## config.mk

```make
export PLATFORM = sky130hd
export DESIGN_NAME = axi_pwm_custom_multi
export DESIGN_NICKNAME = d
export VERILOG_FILES = /design/src/rtl/axi_pwm_custom_multi.sv
export SDC_FILE = /design/constraint.sdc
export NUM_CORES = 1
export LEC_CHECK = 0
export CORE_MARGIN = 5
export CORE_UTILIZATION = 55
export CTS_BUF_LIST = sky130_fd_sc_hd__clkbuf_8
export DETAILED_ROUTE_END_ITERATION = 12
export PLACE_DENSITY = 0.84
export RECOVER_POWER = 50
export SKIP_CTS_REPAIR_TIMING = 1
export SYNTH_ARGS = -nofsm -noshare
export SYNTH_HDL_FRONTEND = slang
export SYNTH_SLANG_ARGS = --single-unit
```

## constraint.sdc

```tcl
create_clock -name pwm_clk -period 6.8 [get_ports pwm_clk]
set_clock_uncertainty 0.2 [all_clocks]
set_input_delay 1.36 -clock pwm_clk [delete_from_list [all_inputs] [get_ports pwm_clk]]
set_output_delay 1.36 -clock pwm_clk [all_outputs]
set_load 0.03 [all_outputs]
```

## src/rtl/axi_pwm_custom_multi.sv

```systemverilog
// N-channel PWM generator: programmable period, per-channel polarity, edge/center counting and
// req/ack shadow registers committed at period boundaries. Optional phase offset: PWM_PHASE_OFFSET_EN.
module axi_pwm_custom_multi #(
    parameter int unsigned NUM_CH = 6,
    parameter int unsigned WIDTH  = 12
) (
    input  logic                    pwm_clk,
    input  logic                    rst,
    input  logic                    enable,
    input  logic [WIDTH-1:0]        cfg_period,
    input  logic [NUM_CH*WIDTH-1:0] cfg_duty,
    input  logic [NUM_CH-1:0]       cfg_polarity,
    input  logic                    cfg_center,
`ifdef PWM_PHASE_OFFSET_EN
    input  logic [NUM_CH*WIDTH-1:0] cfg_phase,
`endif
    input  logic                    update_req,
    output logic                    update_ack,
    output logic                    end_of_period,
    output logic [WIDTH-1:0]        pwm_cnt,
    output logic [NUM_CH-1:0]       pwm_out
);
    localparam int unsigned DW = NUM_CH * WIDTH;
    localparam int unsigned SW = WIDTH + 1;

    logic [WIDTH-1:0]  cnt_q, cnt_d;
    logic              dir_q, dir_d;
    logic [WIDTH-1:0]  per_q, per_d;
    logic [DW-1:0]     duty_q, duty_d;
    logic [NUM_CH-1:0] pol_q, pol_d;
    logic              center_q, center_d;
    logic              ack_q, ack_d;
    logic [NUM_CH-1:0] out_q, out_d;
`ifdef PWM_PHASE_OFFSET_EN
    logic [DW-1:0]     phase_q, phase_d;
    logic [WIDTH-1:0]  ph;
    logic [SW-1:0]     sum;
`endif
    logic              last_c;
    logic              commit_c;
    logic [WIDTH-1:0]  cnt_ch;
    logic              raw;

    // Last cycle of the current period (P==0 makes every cycle the last)
    always_comb begin
        last_c = 1'b0;
        if (per_q == '0) begin
            last_c = 1'b1;
        end else if (center_q) begin
            if (per_q == WIDTH'(1)) begin
                last_c = (cnt_q == WIDTH'(1));
            end else begin
                last_c = dir_q && (cnt_q == WIDTH'(1));
            end
        end else begin
            last_c = (cnt_q == per_q);
        end
    end

    assign end_of_period = enable & last_c;
    assign commit_c      = update_req & (~enable | last_c);

    // Counter sequencing and shadow-register commit
    always_comb begin
        cnt_d    = cnt_q;
        dir_d    = dir_q;
        per_d    = per_q;
        duty_d   = duty_q;
        pol_d    = pol_q;
        center_d = center_q;
        ack_d    = commit_c;
`ifdef PWM_PHASE_OFFSET_EN
        phase_d  = phase_q;
`endif
        if (!enable || per_q == '0) begin
            cnt_d = '0;
            dir_d = 1'b0;
        end else if (!center_q) begin
            cnt_d = last_c ? '0 : cnt_q + WIDTH'(1);
        end else if (!dir_q) begin
            if (cnt_q == per_q) begin
                // P==1 has no down leg: wrap straight back to 0 while staying up
                cnt_d = per_q - WIDTH'(1);
                dir_d = (per_q != WIDTH'(1));
            end else begin
                cnt_d = cnt_q + WIDTH'(1);
            end
        end else if (cnt_q == WIDTH'(1)) begin
            cnt_d = '0;
            dir_d = 1'b0;
        end else begin
            cnt_d = cnt_q - WIDTH'(1);
        end

        if (commit_c) begin
            cnt_d    = '0;
            dir_d    = 1'b0;
            per_d    = cfg_period;
            duty_d   = cfg_duty;
            pol_d    = cfg_polarity;
            center_d = cfg_center;
`ifdef PWM_PHASE_OFFSET_EN
            phase_d  = cfg_phase;
`endif
        end
    end

    // Per-channel compare; disabled channels park at their inactive level
    always_comb begin
        out_d  = '0;
        cnt_ch = '0;
        raw    = 1'b0;
`ifdef PWM_PHASE_OFFSET_EN
        ph     = '0;
        sum    = '0;
`endif
        for (int unsigned i = 0; i < NUM_CH; i++) begin
`ifdef PWM_PHASE_OFFSET_EN
            ph = phase_q[i*WIDTH +: WIDTH];
            if (center_q || ph > per_q) begin
                cnt_ch = cnt_q;
            end else begin
                sum = {1'b0, cnt_q} + {1'b0, ph};
                if (sum > {1'b0, per_q}) begin
                    sum = sum - ({1'b0, per_q} + SW'(1));
                end
                cnt_ch = sum[WIDTH-1:0];
            end
`else
            cnt_ch = cnt_q;
`endif
            raw      = (cnt_ch < duty_q[i*WIDTH +: WIDTH]);
            out_d[i] = enable ? (raw ^ pol_q[i]) : pol_q[i];
        end
    end

    always_ff @(posedge pwm_clk) begin
        if (rst) begin
            cnt_q    <= '0;
            dir_q    <= 1'b0;
            per_q    <= '0;
            duty_q   <= '0;
            pol_q    <= '0;
            center_q <= 1'b0;
            ack_q    <= 1'b0;
            out_q    <= '0;
`ifdef PWM_PHASE_OFFSET_EN
            phase_q  <= '0;
`endif
        end else begin
            cnt_q    <= cnt_d;
            dir_q    <= dir_d;
            per_q    <= per_d;
            duty_q   <= duty_d;
            pol_q    <= pol_d;
            center_q <= center_d;
            ack_q    <= ack_d;
            out_q    <= out_d;
`ifdef PWM_PHASE_OFFSET_EN
            phase_q  <= phase_d;
`endif
        end
    end

    assign update_ack = ack_q;
    assign pwm_cnt    = cnt_q;
    assign pwm_out    = out_q;

endmodule

```

==> impl_metrics.py <==
metrics = {
    "synth": {
        "synth_flop_cell": "dfxtp_1",
        "yosysWarnings": 0,
        "synth_top_family_by_area": "simple AND/OR/NAND/NOR gates",
        "async_flop_share": 0,
        "synthXorXnorAreaFrac": 0.0487,
        "synth_area_per_cell_sq_um": 8.87,
        "synth_fp_nets": 917,
        "synth_cell_types": 50,
        "synth_edf_count": 0,
        "syn_inst": 751,
        "synth_compound_area_frac": 0.107,
        "ys_seq_area_frac": 0.334,
        "ys_ff_latch": 111,
        "synth_simple_gate_area_frac": 0.153,
        "syn_area_sq_um": 6660,
        "synth_fa_ha_area_frac": 0.133,
        "synth_mux_area_frac": 0.145,
    },
    "hold_path": {
        "worstHoldPathCells": 2,
        "hp-start": "duty_q[68]",
        "min_path_type": "register to register",
        "hold_end": "duty_q[68]",
    },
    "power": {
        "power_frac_seq": 0.444,
        "switching_share": 0.329,
        "ir_worst_vdd_uv": 165,
        "power.leakage_nw": 3.63,
        "p_int_mw": 1.15,
        "p_per_area_nw_per_um2": 214,
        "p_clk_frac": 0.243,
        "p_switching_mw": 0.563,
        "power_frac_comb": 0.313,
    },
    "die": {
        "core_sq_um": 12000,
        "start_util": 0.557,
        "fp.dieH_um": 120,
        "die_w_um": 120,
        "dieArea_sq_um": 14400,
        "pin_count": 115,
        "rows": 40,
    },
    "cts": {
        "clock_sinks": 111,
        "cts_tree": "built",
        "ctsLongestPathBuffers": 2,
        "root_buffer": "clkbuf_8",
        "clk_latency_ps": 390,
        "cts.clk_slew.worst_paths_ps": 110,
        "htree_levels": 3,
        "cts_buffers": 9,
    },
    "worst_setup_path": {
        "crit_required_ps": 6840,
        "r2r_slack_ps": 1850,
        "critPathKind": "input pin to register",
        "ff2ff_path_depth": 7,
        "startpoint_type": "input pin",
        "rr_startpoint": "pwm_cnt[6]",
        "worst-endpoint-arrival_ps": 5510,
        "regToRegEndpoint": "duty_q[25]",
        "path_max_fanout": 47,
        "worstSetupEndpointType": "register",
    },
    "sta": {
        "worst_pin_slew_ps": 3170,
        "timing.final.crit_share": 0.804,
        "fin_tns_setup_ps": 0,
        "max_slew_margin": -1.12,
        "setup_ws_ps": 1330,
        "max_freq_ghz": 0.183,
        "drv_slew": 94,
        "grt_setup_unrepaired": "false",
        "report.final.hold_viol_count": 0,
        "period_needed_ps": 5470,
        "setup_viol": 0,
    },
    "final_layout": {
        "areaGrowthSynthToFinish_pct": 20.0,
        "antenna_cells": 0,
        "layout-drive-gt1-share": 0.0355,
        "multi_input_area_sq_um": 3910,
        "final_common_cell": "nor2_1",
        "regArea_sq_um": 2220,
        "final_cell_mix": "nor2_1, dfxtp_1, clkdlybuf4s50_1, mux2i_1, inv_1",
        "n_fill_cell": 986,
        "nets": 1006,
        "finalNonFillerCells": 992,
    },
    "detailed_routing": {
        "vias": 5621,
        "drc": 0,
        "wl_per_cell_um": 17.4,
        "routed_via_density": 5.67,
        "drt-total-wl_mm": 17.3,
        "drt_iter0_drc": 295,
        "antenna_left": 0,
        "dr.pass1.iters": 5,
    },
    "global_route": {
        "antenna_found_initial": 0,
        "gr-usage-all-layers": 0.245,
        "grt_pass1_wl_mm": 28.2,
        "grt_max_degree": 104,
        "grt_overflow": 0,
        "grt_pass1_vias": 5834,
    },
    "place": {
        "dp_hpwl_mm": 13.0,
        "placedCellCount": 976,
        "place.gp.congestion": 0.916,
        "portBuffers": 114,
        "dp_slack_ps": 2210,
    },
    "outcome": {
        "violations": "capacitance limit, slew limit",
        "status": "finished, violations left",
    },
    "job": {
        "maxCapViolCount": 2,
    },
}
-- worst max path at each step --
stage                         end  startpoint  depth (start not counted)
finish                 duty_q[25]      enable                          6
global route            duty_q[1]      enable                          6
CTS                 end_of_period  pwm_cnt[4]                          6
detailed placement  end_of_period      enable                          3
global placement    end_of_period      enable                          3
floorplan           end_of_period  pwm_cnt[5]                          6
-- layout make-up --
cell class / count / share of cell area
Timing Repair Buffer: 120 / 0.147
Multi-Input combinational cell: 519 / 0.489
Clock buffer: 9 / 0.0155
Inverter: 79 / 0.0371
Sequential cell: 111 / 0.278
Tap cell: 147 / 0.0230
Clock inverter: 7 / 0.00986
-- per-stage QoR --
step           instance area [sq um]  hold slack, ps  utilization  power, mW
2_1_floorplan                   6660             263            -       1.14
3_5_place_dp                    7810             284        0.653       1.30
3_3_place_gp                    7810             277        0.653       1.28
6_report                        7990             307        0.668       1.71
5_1_grt                         7990             336        0.668       1.82
4_1_cts                         8010             310        0.670       1.71
-- critical path: stages --
cell and delay (ps):
dlygate4sd3_1 850, nand2b_1 180, o31ai_1 310, clkbuf_1 2260
mux2i_1 390, nor2_1 80
-- power groups by stage --
| stage | Combinational (mW) | Sequential [mW] | Clock, mW |
|---|---|---|---|
| final | 0.537 | 0.760 | 0.416 |
| after global routing | 0.591 | 0.769 | 0.456 |
| after CTS | 0.525 | 0.760 | 0.429 |
| after detailed placement | 0.522 | 0.775 | 0 |
| after global placement | 0.505 | 0.772 | 0 |
| after floorplan | 0.367 | 0.768 | 0 |
-- cells by family (layout without fill, tap and decap cells) --
family / Yosys count / in the layout
simple gates: 211 / 211
buf+inv: 121 / 215
flops: 111 / 111
compound gates: 104 / 104
mux: 96 / 96
fa+ha+maj: 71 / 71
xor+xnor: 37 / 37
-- synth_stat cells, drive strengths merged (9+ instances only) --
library cell  number  area, sq um
nor2             113          424
dfxtp            111         2220
mux2i             91          911
inv               79          297
ha                71          888
xnor2             30          263
clkbuf            27          101
a21oi             20          100
o21ai             20          100
nand2             16         60.1
nand4             16          100
buf               15          129
a21o              12         90.1
nor3              10         50.1
nand2b             9         56.3
nand3              9         45.0
-- metal layers --
layer / global-route usage / routed length, um
met5: 0 / 0
met4: 0.0780 / 365
met3: 0.0561 / 885
met2: 0.432 / 8840
met1: 0.294 / 7200
-- sequential cells by signal, indices dropped and copies added (netlist names) --
register	cells
pwm_cnt	12
pwm_out	6
dir_q	1
center_q	1
duty_q	72
update_ack	1
pol_q	6
per_q	12
Note: power is estimated with default switching activity, not from simulation.
